<file path="config.mk">
export PLATFORM = sky130hd
export DESIGN_NAME = if_fetch_stage
export DESIGN_NICKNAME = d
export VERILOG_FILES = /design/src/rtl/if_fetch_stage.sv
export SDC_FILE = /design/constraint.sdc
export NUM_CORES = 1
export LEC_CHECK = 0
export BUFFER_PORTS_ARGS = -buffer_cell sky130_fd_sc_hd__clkbuf_2
export CAP_MARGIN = 20
export CORE_MARGIN = 2
export CORE_UTILIZATION = 55
export DETAILED_ROUTE_END_ITERATION = 6
export MAX_ROUTING_LAYER = met4
export PLACE_DENSITY = 0.8
export REMOVE_ABC_BUFFERS = 1
export SKIP_LAST_GASP = 1
export SYNTH_ARGS = -nofsm -noshare
export SYNTH_HDL_FRONTEND = slang
export SYNTH_SLANG_ARGS = --single-unit
</file>
<file path="constraint.sdc">
create_clock -name clk -period 2 [get_ports clk]
set_input_delay 0.1 -clock clk [delete_from_list [all_inputs] [get_ports clk]]
set_output_delay 0.1 -clock clk [all_outputs]
set_load 0.05 [all_outputs]
</file>
<file path="src/rtl/if_fetch_stage.sv">
// ============================================================================
// if_fetch_stage : MIPS IF stage - PC, imem req/ack port, skid buffer, redirect
// Revision 1.0
// ============================================================================
`default_nettype none

module if_fetch_stage #(
  parameter logic [31:0] RESET_PC = 32'h0000_0000
) (
  input  logic        clk,
  input  logic        rst,
  input  logic        stall,
  input  logic        redirect_valid,
  input  logic [31:0] redirect_pc,
  output logic        imem_req,
  output logic [31:0] imem_addr,
  input  logic        imem_ack,
  input  logic [31:0] imem_rdata,
  output logic [31:0] if_pc,
  output logic [31:0] if_inst,
  output logic        if_valid
);

  localparam logic [1:0] ST_FETCH = 2'd0;
  localparam logic [1:0] ST_HOLD  = 2'd1;
  localparam logic [1:0] ST_FLUSH = 2'd2;

  logic [1:0]  state;
  logic [1:0]  state_next;
  logic [31:0] pc;
  logic [31:0] pending_pc;
  logic [31:0] skid_pc;
  logic [31:0] skid_inst;
  logic [31:0] target_pc;
  logic        ack_eff;
  logic        squash;
  logic        present_fetch;
  logic        present_skid;
  logic        bubble;
  logic        load_skid;
  logic        pc_inc;
  logic        pc_to_target;
  logic        pc_to_pending;
  logic [1:0]  unused_redirect_lsbs;

  assign target_pc            = {redirect_pc[31:2], 2'b00};
  assign unused_redirect_lsbs = redirect_pc[1:0];
  // An ack is only meaningful against a request we are actually driving.
  assign ack_eff              = imem_ack & imem_req;

  always_ff @(posedge clk) begin
    if (rst) begin
      state <= ST_FETCH;
    end else begin
      state <= state_next;
    end
  end

  always_comb begin
    state_next = state;
    case (state)
      ST_FETCH: begin
        if (redirect_valid)       state_next = ack_eff ? ST_FETCH : ST_FLUSH;
        else if (ack_eff && stall) state_next = ST_HOLD;
      end
      ST_HOLD: begin
        if (redirect_valid || !stall) state_next = ST_FETCH;
      end
      ST_FLUSH: begin
        if (ack_eff) state_next = ST_FETCH;
      end
      default: state_next = ST_FETCH;
    endcase
  end

  always_comb begin
    imem_req      = (state != ST_HOLD) && !rst;
    imem_addr     = pc;
    squash        = 1'b0;
    present_fetch = 1'b0;
    present_skid  = 1'b0;
    bubble        = 1'b0;
    load_skid     = 1'b0;
    pc_inc        = 1'b0;
    pc_to_target  = 1'b0;
    pc_to_pending = 1'b0;
    if (redirect_valid) begin
      squash       = 1'b1;
      pc_to_target = (state == ST_HOLD) || ack_eff;
    end else begin
      case (state)
        ST_FETCH: begin
          if (ack_eff) begin
            pc_inc        = 1'b1;
            load_skid     = stall;
            present_fetch = !stall;
          end else begin
            bubble = !stall;
          end
        end
        ST_HOLD:  present_skid  = !stall;
        ST_FLUSH: pc_to_pending = ack_eff;
        default:  ;
      endcase
    end
  end

  always_ff @(posedge clk) begin
    if (rst) begin
      pc         <= RESET_PC;
      pending_pc <= RESET_PC;
      skid_pc    <= 32'h0;
      skid_inst  <= 32'h0;
      if_pc      <= 32'h0;
      if_inst    <= 32'h0;
      if_valid   <= 1'b0;
    end else begin
      if (squash) begin
        if_valid   <= 1'b0;
        if_inst    <= 32'h0;
        pending_pc <= target_pc;
      end
      if (present_fetch) begin
        if_pc    <= pc;
        if_inst  <= imem_rdata;
        if_valid <= 1'b1;
      end
      if (present_skid) begin
        if_pc    <= skid_pc;
        if_inst  <= skid_inst;
        if_valid <= 1'b1;
      end
      if (bubble) begin
        if_valid <= 1'b0;
        if_inst  <= 32'h0;
      end
      if (load_skid) begin
        skid_pc   <= pc;
        skid_inst <= imem_rdata;
      end
      if (pc_to_target)       pc <= target_pc;
      else if (pc_inc)        pc <= pc + 32'd4;
      else if (pc_to_pending) pc <= pending_pc;
    end
  end

endmodule

`default_nettype wire
</file>
==> impl_metrics.py, run 1 <==
metrics = {
    "cts": {
        "clk_path_buf_depth": 2,
        "cts.clk_slew.worst_paths_ns": 0.07,
        "cts_buffers": 17,
        "cts_tree": "yes",
        "clock_latency_ns": 0.43,
        "clock_sinks": 193,
        "post-cts-setup-buffers": 0,
        "root_buffer": "clkbuf_16",
        "htreeDepth": 4,
    },
    "synthesis": {
        "yosys_warnings": 0,
        "synthesis.area_sq_um": 8400,
        "synth-edff-count": 0,
        "ys_ff_latch": 193,
        "yosysSeqAreaShare_pct": 46.0,
        "synth_compound_area_share_pct": 22.5,
        "synthDistinctLibCells": 74,
        "synth_ff_type": "dfxtp_1",
        "synth_top_family_by_area": "compound AO/OA/AOI/OAI gates",
        "async_reset_ff_share_pct": 0,
        "synthCells": 992,
        "synth_mux_area_share_pct": 2.77,
        "yosys.area_share.simple_pct": 20.6,
        "synth-xor-area-share_pct": 2.09,
        "syn_area_per_cell_sq_um": 8.46,
        "synth_fa_ha_area_share_pct": 0.149,
    },
    "critical_path": {
        "cp.required_ns": 2.31,
        "end_kind": "flip-flop",
        "worstPathMaxFanout": 33,
        "worst_ep_arrival_time_ns": 2.18,
        "start_kind": "input pin",
        "critPathKind": "input pin to flip-flop",
    },
    "power": {
        "finalPower_uw": 8550,
        "p_leak_uw": 0.00434,
        "irDropWorstVdd_v": 0.000592,
        "power_density_nw_per_um2": 795,
        "clock_power_share_pct": 37.4,
        "combPwrFrac_pct": 15.1,
        "power.internal_uw": 6160,
        "seqPwrFrac_pct": 47.5,
        "net-switching-power_uw": 2400,
        "switching_share_pct": 28.0,
    },
    "detailed_routing": {
        "first_pass_iters": 7,
        "routed_wl_mm": 24.3,
        "dr_total_vias": 8349,
        "viasPerCell": 5.94,
        "initialDrtViolationCount": 843,
        "routed.top_layer": "met4",
        "dr_wl_met3_mm": 1.44,
        "ant_nets": 0,
        "wl_met2_mm": 11.8,
        "m1WireLength_mm": 10.4,
        "post_drt_wl_per_cell_um": 17.3,
        "remaining_drc_errors": 10,
    },
    "flow_run": {
        "cap_violations": 0,
    },
    "sta": {
        "relSlewSlack_pct": 52.4,
        "clock_skew_ns": 0.00798,
        "tns_ns": 0,
        "min_period_ns": 1.87,
        "hold_ws_ns": 0.0983,
        "hold_viol_final": 0,
        "setup-violations-final": 0,
        "maxSlewViolCount": 0,
        "timing.fmax_mhz": 535,
        "fin_crit_sh_pct": 93.5,
        "rsz0062_at_grt": "false",
        "worst_pin_slew_ns": 0.715,
    },
    "placement": {
        "port_buffers": 164,
        "place_area_sq_um": 9580,
        "globalplace.congestion": 0.868,
        "hpwl_mm": 15.0,
    },
    "grt": {
        "antenna_found_initial": 0,
        "grt_pass1_vias": 7808,
        "grt_pass1_wl_mm": 38.6,
        "grt_max_degree": 153,
        "gr-usage-all-layers_pct": 30.4,
        "gr-total-overflow": 0,
    },
    "layout": {
        "design_area_sq_um": 10800,
        "area_growth_pct": 28.1,
        "mostFrequentLayoutCells": "dfxtp_1, nand2_1, clkbuf_2",
        "fillers": 1139,
        "nets": 1275,
        "diodes": 0,
        "final_common_cell": "dfxtp_1",
        "drive_gt1_share_pct": 23.6,
    },
    "floorplan": {
        "num_io_pins": 167,
        "core_area_sq_um": 15000,
        "die_h_um": 128,
        "die_w_um": 128,
        "rows": 45,
        "die-area_sq_um": 16300,
        "start_util_pct": 55.8,
    },
    "hold_path": {
        "hold_path_class": "input pin to flip-flop",
    },
    "outcome": {
        "status": "finished with violations",
        "violations": "design-rule violations",
    },
}
-- cells in the mapped netlist, types with 3 or more instances --
master | number | share of area (%)
dfxtp_1 | 193 | 46
and3_1 | 6 | 0.45
a311oi_1 | 39 | 4.1
o21bai_1 | 3 | 0.27
nor3_1 | 11 | 0.66
inv_1 | 8 | 0.36
nor2_1 | 109 | 4.9
o32ai_1 | 5 | 0.52
clkbuf_2 | 4 | 0.24
a211oi_1 | 7 | 0.63
buf_6 | 3 | 0.40
nand2b_1 | 13 | 0.97
xnor2_1 | 16 | 1.7
o22ai_1 | 3 | 0.22
xor2_1 | 4 | 0.42
nor4_1 | 9 | 0.67
o21a_1 | 8 | 0.72
buf_4 | 10 | 0.89
mux2i_1 | 21 | 2.5
buf_2 | 32 | 1.9
clkbuf_1 | 44 | 2.0
nand3_1 | 8 | 0.48
o21ai_0 | 45 | 2.7
nand2_1 | 189 | 8.5
a21oi_1 | 92 | 5.5
o21ai_1 | 3 | 0.18
nand4_1 | 7 | 0.52
a221oi_1 | 9 | 0.94
a222oi_1 | 32 | 3.8
-- final timing paths --
check	cells past startpoint	start	end	slack, ns
setup / recovery	8	rst	if_inst[7]	0.13
hold / removal	4	imem_ack	state[1]	0.1
setup reg to reg	5	state[1]	imem_addr[26]	0.14
hold reg to reg	2	skid_pc[19]	skid_pc[19]	0.46
-- stage by stage --
step | setup slack [ns] | utilization [%] | instances
after detailed placement | 0.102 | 63.7 | 1311
after floorplan | -0.768 | - | 897
final | 0.131 | 71.6 | 1406
after global placement | 0.137 | 63.7 | 1311
after CTS | 0.0328 | 71.5 | 1406
after global routing | 0.0413 | 71.6 | 1406
-- sequential cells by signal, indices dropped and copies added (netlist names) --
signal and flops:
pending_pc 30, skid_inst 32, if_pc 32, skid_pc 32, if_inst 32, state 2
imem_addr 32, if_valid 1
-- layout make-up --
class	instances	area, sq um	area share [%]
clock buffers	18	429	3.99
clock inverters	14	114	1.06
inverters	8	30.0	0.279
multi-input cells	696	4050	37.7
flip-flops and latches	193	3870	35.9
well taps	188	235	2.19
repair buffers	289	2030	18.9
-- cell families after synthesis --
logic type      after synthesis
flops                       193
compound gates              273
mux                          23
simple gates                379
xor+xnor                     20
buf+inv                     103
fa+ha+maj                     1
-- power by group through the flow --
stage / sequential (uW) / combinational (uW) / clock (uW)
after floorplan: 4430 / 374 / 0
after global placement: 4140 / 1150 / 0
after detailed placement: 4150 / 1170 / 0
after CTS: 4060 / 1280 / 3230
after global routing: 4080 / 1380 / 3370
final: 4070 / 1290 / 3200
-- critical path, stage by stage --
cell and delay, ns:
dlygate4sd3_1 0.53, buf_4 0.20, nand2b_4 0.18, a211oi_1 0.38
nor2_2 0.05, buf_4 0.26, a222oi_1 0.38, nor2_1 0.07
-- timing repair --
item | CTS | global route
setup endpoints to repair | 0 | 39
endpoints found under the hold margin | 101 | 0
hold buffers | 63 | 0
resized for setup | 0 | 2
-- metal layers --
layer / up-vias / global-route usage, %
li1: 3983 / -
met1: 3948 / 37.6
met2: 361 / 49.7
met3: 57 / 4.40
met4: 0 / 13.0
met5: - / -
Power figures use the tool's default switching activity.
==> inputs of run 2 (changes only) <==
Settings changed: ABC_AREA from default to 1.
==> run 2 against run 1 <==
Critical endpoint is now imem_addr[23]. The flow now finishes without violations. Cell count up 10%. Area after synthesis down 0.86%. Count of clock-buffer cells in the layout unchanged. Critical path type is now flip-flop to flip-flop. Die area down 0.84%.
==> impl_metrics.py, run 2 <==
metrics = {
    "outcome": {
        "status": "finished clean",
    },
    "detailed_routing": {
        "initialDrtViolationCount": 930,
        "routed_wl_mm": 24.1,
        "dr_total_vias": 8624,
        "ant_nets": 0,
        "viasPerCell": 5.57,
        "remaining_drc_errors": 0,
        "first_pass_iters": 5,
        "post_drt_wl_per_cell_um": 15.6,
    },
    "critical_path": {
        "startpoint": "imem_addr[2]",
        "worst_path_largest_cell_delay_ns": 0.43,
        "cp.required_ns": 2.37,
        "critPathKind": "flip-flop to flip-flop",
        "path_cells": "inv_1, nor2_1, nand2_1, nor2_1, nand3_1, nand3_1, nand2_1, a21oi_1",
        "worst_ep_arrival_time_ns": 2.16,
        "start_kind": "flip-flop",
        "worst_path_max_delay_cell": "dfxtp_1",
        "worstPathMaxFanout": 6,
        "worstReg2RegStart": "imem_addr[2]",
        "end_kind": "flip-flop",
    },
    "synthesis": {
        "synth-edff-count": 0,
        "yosys_warnings": 0,
        "synth_ff_type": "dfxtp_1",
        "ys_ff_latch": 193,
        "synthDistinctLibCells": 32,
        "yosysTopAreaCell": "dfxtp_1",
        "synthCells": 1155,
        "synth_common_cells": "nand2_1, dfxtp_1, a21oi_1",
        "async_reset_ff_share_pct": 0,
        "yosys-top-cells-area": "dfxtp_1, a21oi_1, nand2_1, o21ai_0, nor2_1",
        "syn_area_per_cell_sq_um": 7.21,
        "yosysMostFrequentCell": "nand2_1",
        "synth_top_cell_area_share_pct": 46.4,
        "yosysSeqAreaShare_pct": 46.4,
        "synthesis.area_sq_um": 8320,
    },
    "layout": {
        "drive_gt1_share_pct": 18.0,
        "ff_latch_area_sq_um": 3860,
        "fillers": 1191,
        "final_common_cell": "nand2_1",
        "multiInputGateArea_sq_um": 3850,
        "fin_util_pct": 72.0,
        "nets": 1419,
        "mostFrequentLayoutCells": "nand2_1, dfxtp_1, a21oi_1",
        "area_growth_pct": 26.7,
    },
    "sta": {
        "relSlewSlack_pct": 57.3,
        "tns_ns": 0,
        "fin_crit_sh_pct": 89.8,
        "min_period_ns": 1.80,
        "maxSlewViolCount": 0,
        "rsz0062_at_grt": "false",
        "layout_setup_ws_ns": 0.203,
        "hold_viol_final": 0,
        "setup-violations-final": 0,
        "worst_pin_slew_ns": 0.639,
        "timing.fmax_mhz": 557,
        "hold_ws_ns": 0.0144,
        "clock_skew_ns": 0.0102,
    },
    "cts": {
        "cts_buffers": 17,
        "root_buffer": "clkbuf_16",
        "cts.clk_slew.worst_paths_ns": 0.07,
        "clk_path_buf_depth": 2,
        "clock_sinks": 193,
        "post-cts-setup-buffers": 0,
        "cts_tree": "yes",
        "clock_latency_ns": 0.45,
        "htreeDepth": 4,
    },
    "placement": {
        "port_buffers": 164,
        "dp_slack_ns": 0.153,
        "hpwl_mm": 14.5,
        "globalplace.congestion": 0.992,
    },
    "floorplan": {
        "start_util_pct": 56.8,
        "die_h_um": 127,
        "rows": 44,
        "num_io_pins": 167,
        "core_area_sq_um": 14600,
        "die-area_sq_um": 16100,
        "die_w_um": 127,
    },
    "grt": {
        "gr-total-overflow": 0,
        "antenna_found_initial": 0,
        "grt_pass1_wl_mm": 39.3,
        "gr-usage-all-layers_pct": 31.0,
        "grt_pass1_vias": 7938,
        "grt_max_degree": 145,
    },
    "power": {
        "finalPower_uw": 8730,
        "irDropWorstVdd_v": 0.000584,
        "power_density_nw_per_um2": 828,
        "p_leak_uw": 0.00417,
    },
    "flow_run": {
        "cap_violations": 0,
    },
    "hold_path": {
        "hold_path_class": "input pin to flip-flop",
        "worstHoldStart": "redirect_pc[20]",
    },
}
==> run 2: changes by cell type after synthesis, sizes merged, moves of 32 or more <==
| cell | before | now |
|---|---|---|
| o21ai | 48 | 171 |
| a21oi | 93 | 170 |
| inv | 8 | 71 |
| a311oi | 40 | 0 |
| a31oi | 1 | 37 |
| a222oi | 32 | 0 |
==> run 2: final cells by class <==
cell class                 instances  area share, %
sequential                       193           36.6
multi-input combinational        812           36.5
timing repair buffer             254           16.6
clock buffer                      18           4.17
inverter                          71           2.55
tap                              184           2.18
clock inverter                    14           1.33
antenna                            1         0.0237
==> run 2: critical path: cells and delay by family, from the launching register on <==
family / cells / cell delay [ns]
simple gates: 6 / 1.09
buf+inv: 1 / 0.08
compound gates: 1 / 0.13
flops: 1 / 0.43
==> run 2: cells by family (layout without fill, tap and decap cells) <==
group | after synthesis | in the layout | share of synthesized area [%]
other | 0 | 1 | 0
buffers and inverters | 150 | 357 | 7.58
adders and majority gates | 1 | 1 | 0.150
DFF | 193 | 193 | 46.4
and+or+nand+nor | 401 | 401 | 19.6
AOI/OAI and AO/OA | 404 | 404 | 25.6
xor gates and xnor gates | 6 | 6 | 0.631
==> run 2: final timing paths <==
path,end,slack (ns),cells after the start
setup / recovery,imem_addr[23],0.20,8
hold / removal,imem_addr[20],0.01,3
setup reg to reg,imem_addr[23],0.20,8
hold reg to reg,skid_inst[14],0.46,2
==> run 2: metal layers <==
layer / up-vias / global-route usage (%) / wire length, um
met4: 0 / 10.9 / 528
met1: 3907 / 39.8 / 10400
met2: 371 / 49.7 / 11500
met3: 54 / 5.32 / 1660
met5: - / - / 0
li1: 4292 / - / -
==> run 2: where the power goes <==
part | internal, uW | switching [uW]
clock network | 1790 | 1570
registers | 4010 | 139
logic | 408 | 813
total | 6200 | 2530
==> run 2: repair_timing <==
item	CTS	global route
setup endpoints to repair	0	7
hold endpoints to repair	117	0
hold buffers	62	0
resized for setup	0	3
==> run 2: through the flow <==
stage          instance area [sq um]  cells
5_1_grt                        10500   1546
2_1_floorplan                   7960   1076
6_report                       10500   1547
4_1_cts                        10500   1546
3_3_place_gp                    9330   1452
3_5_place_dp                    9330   1452
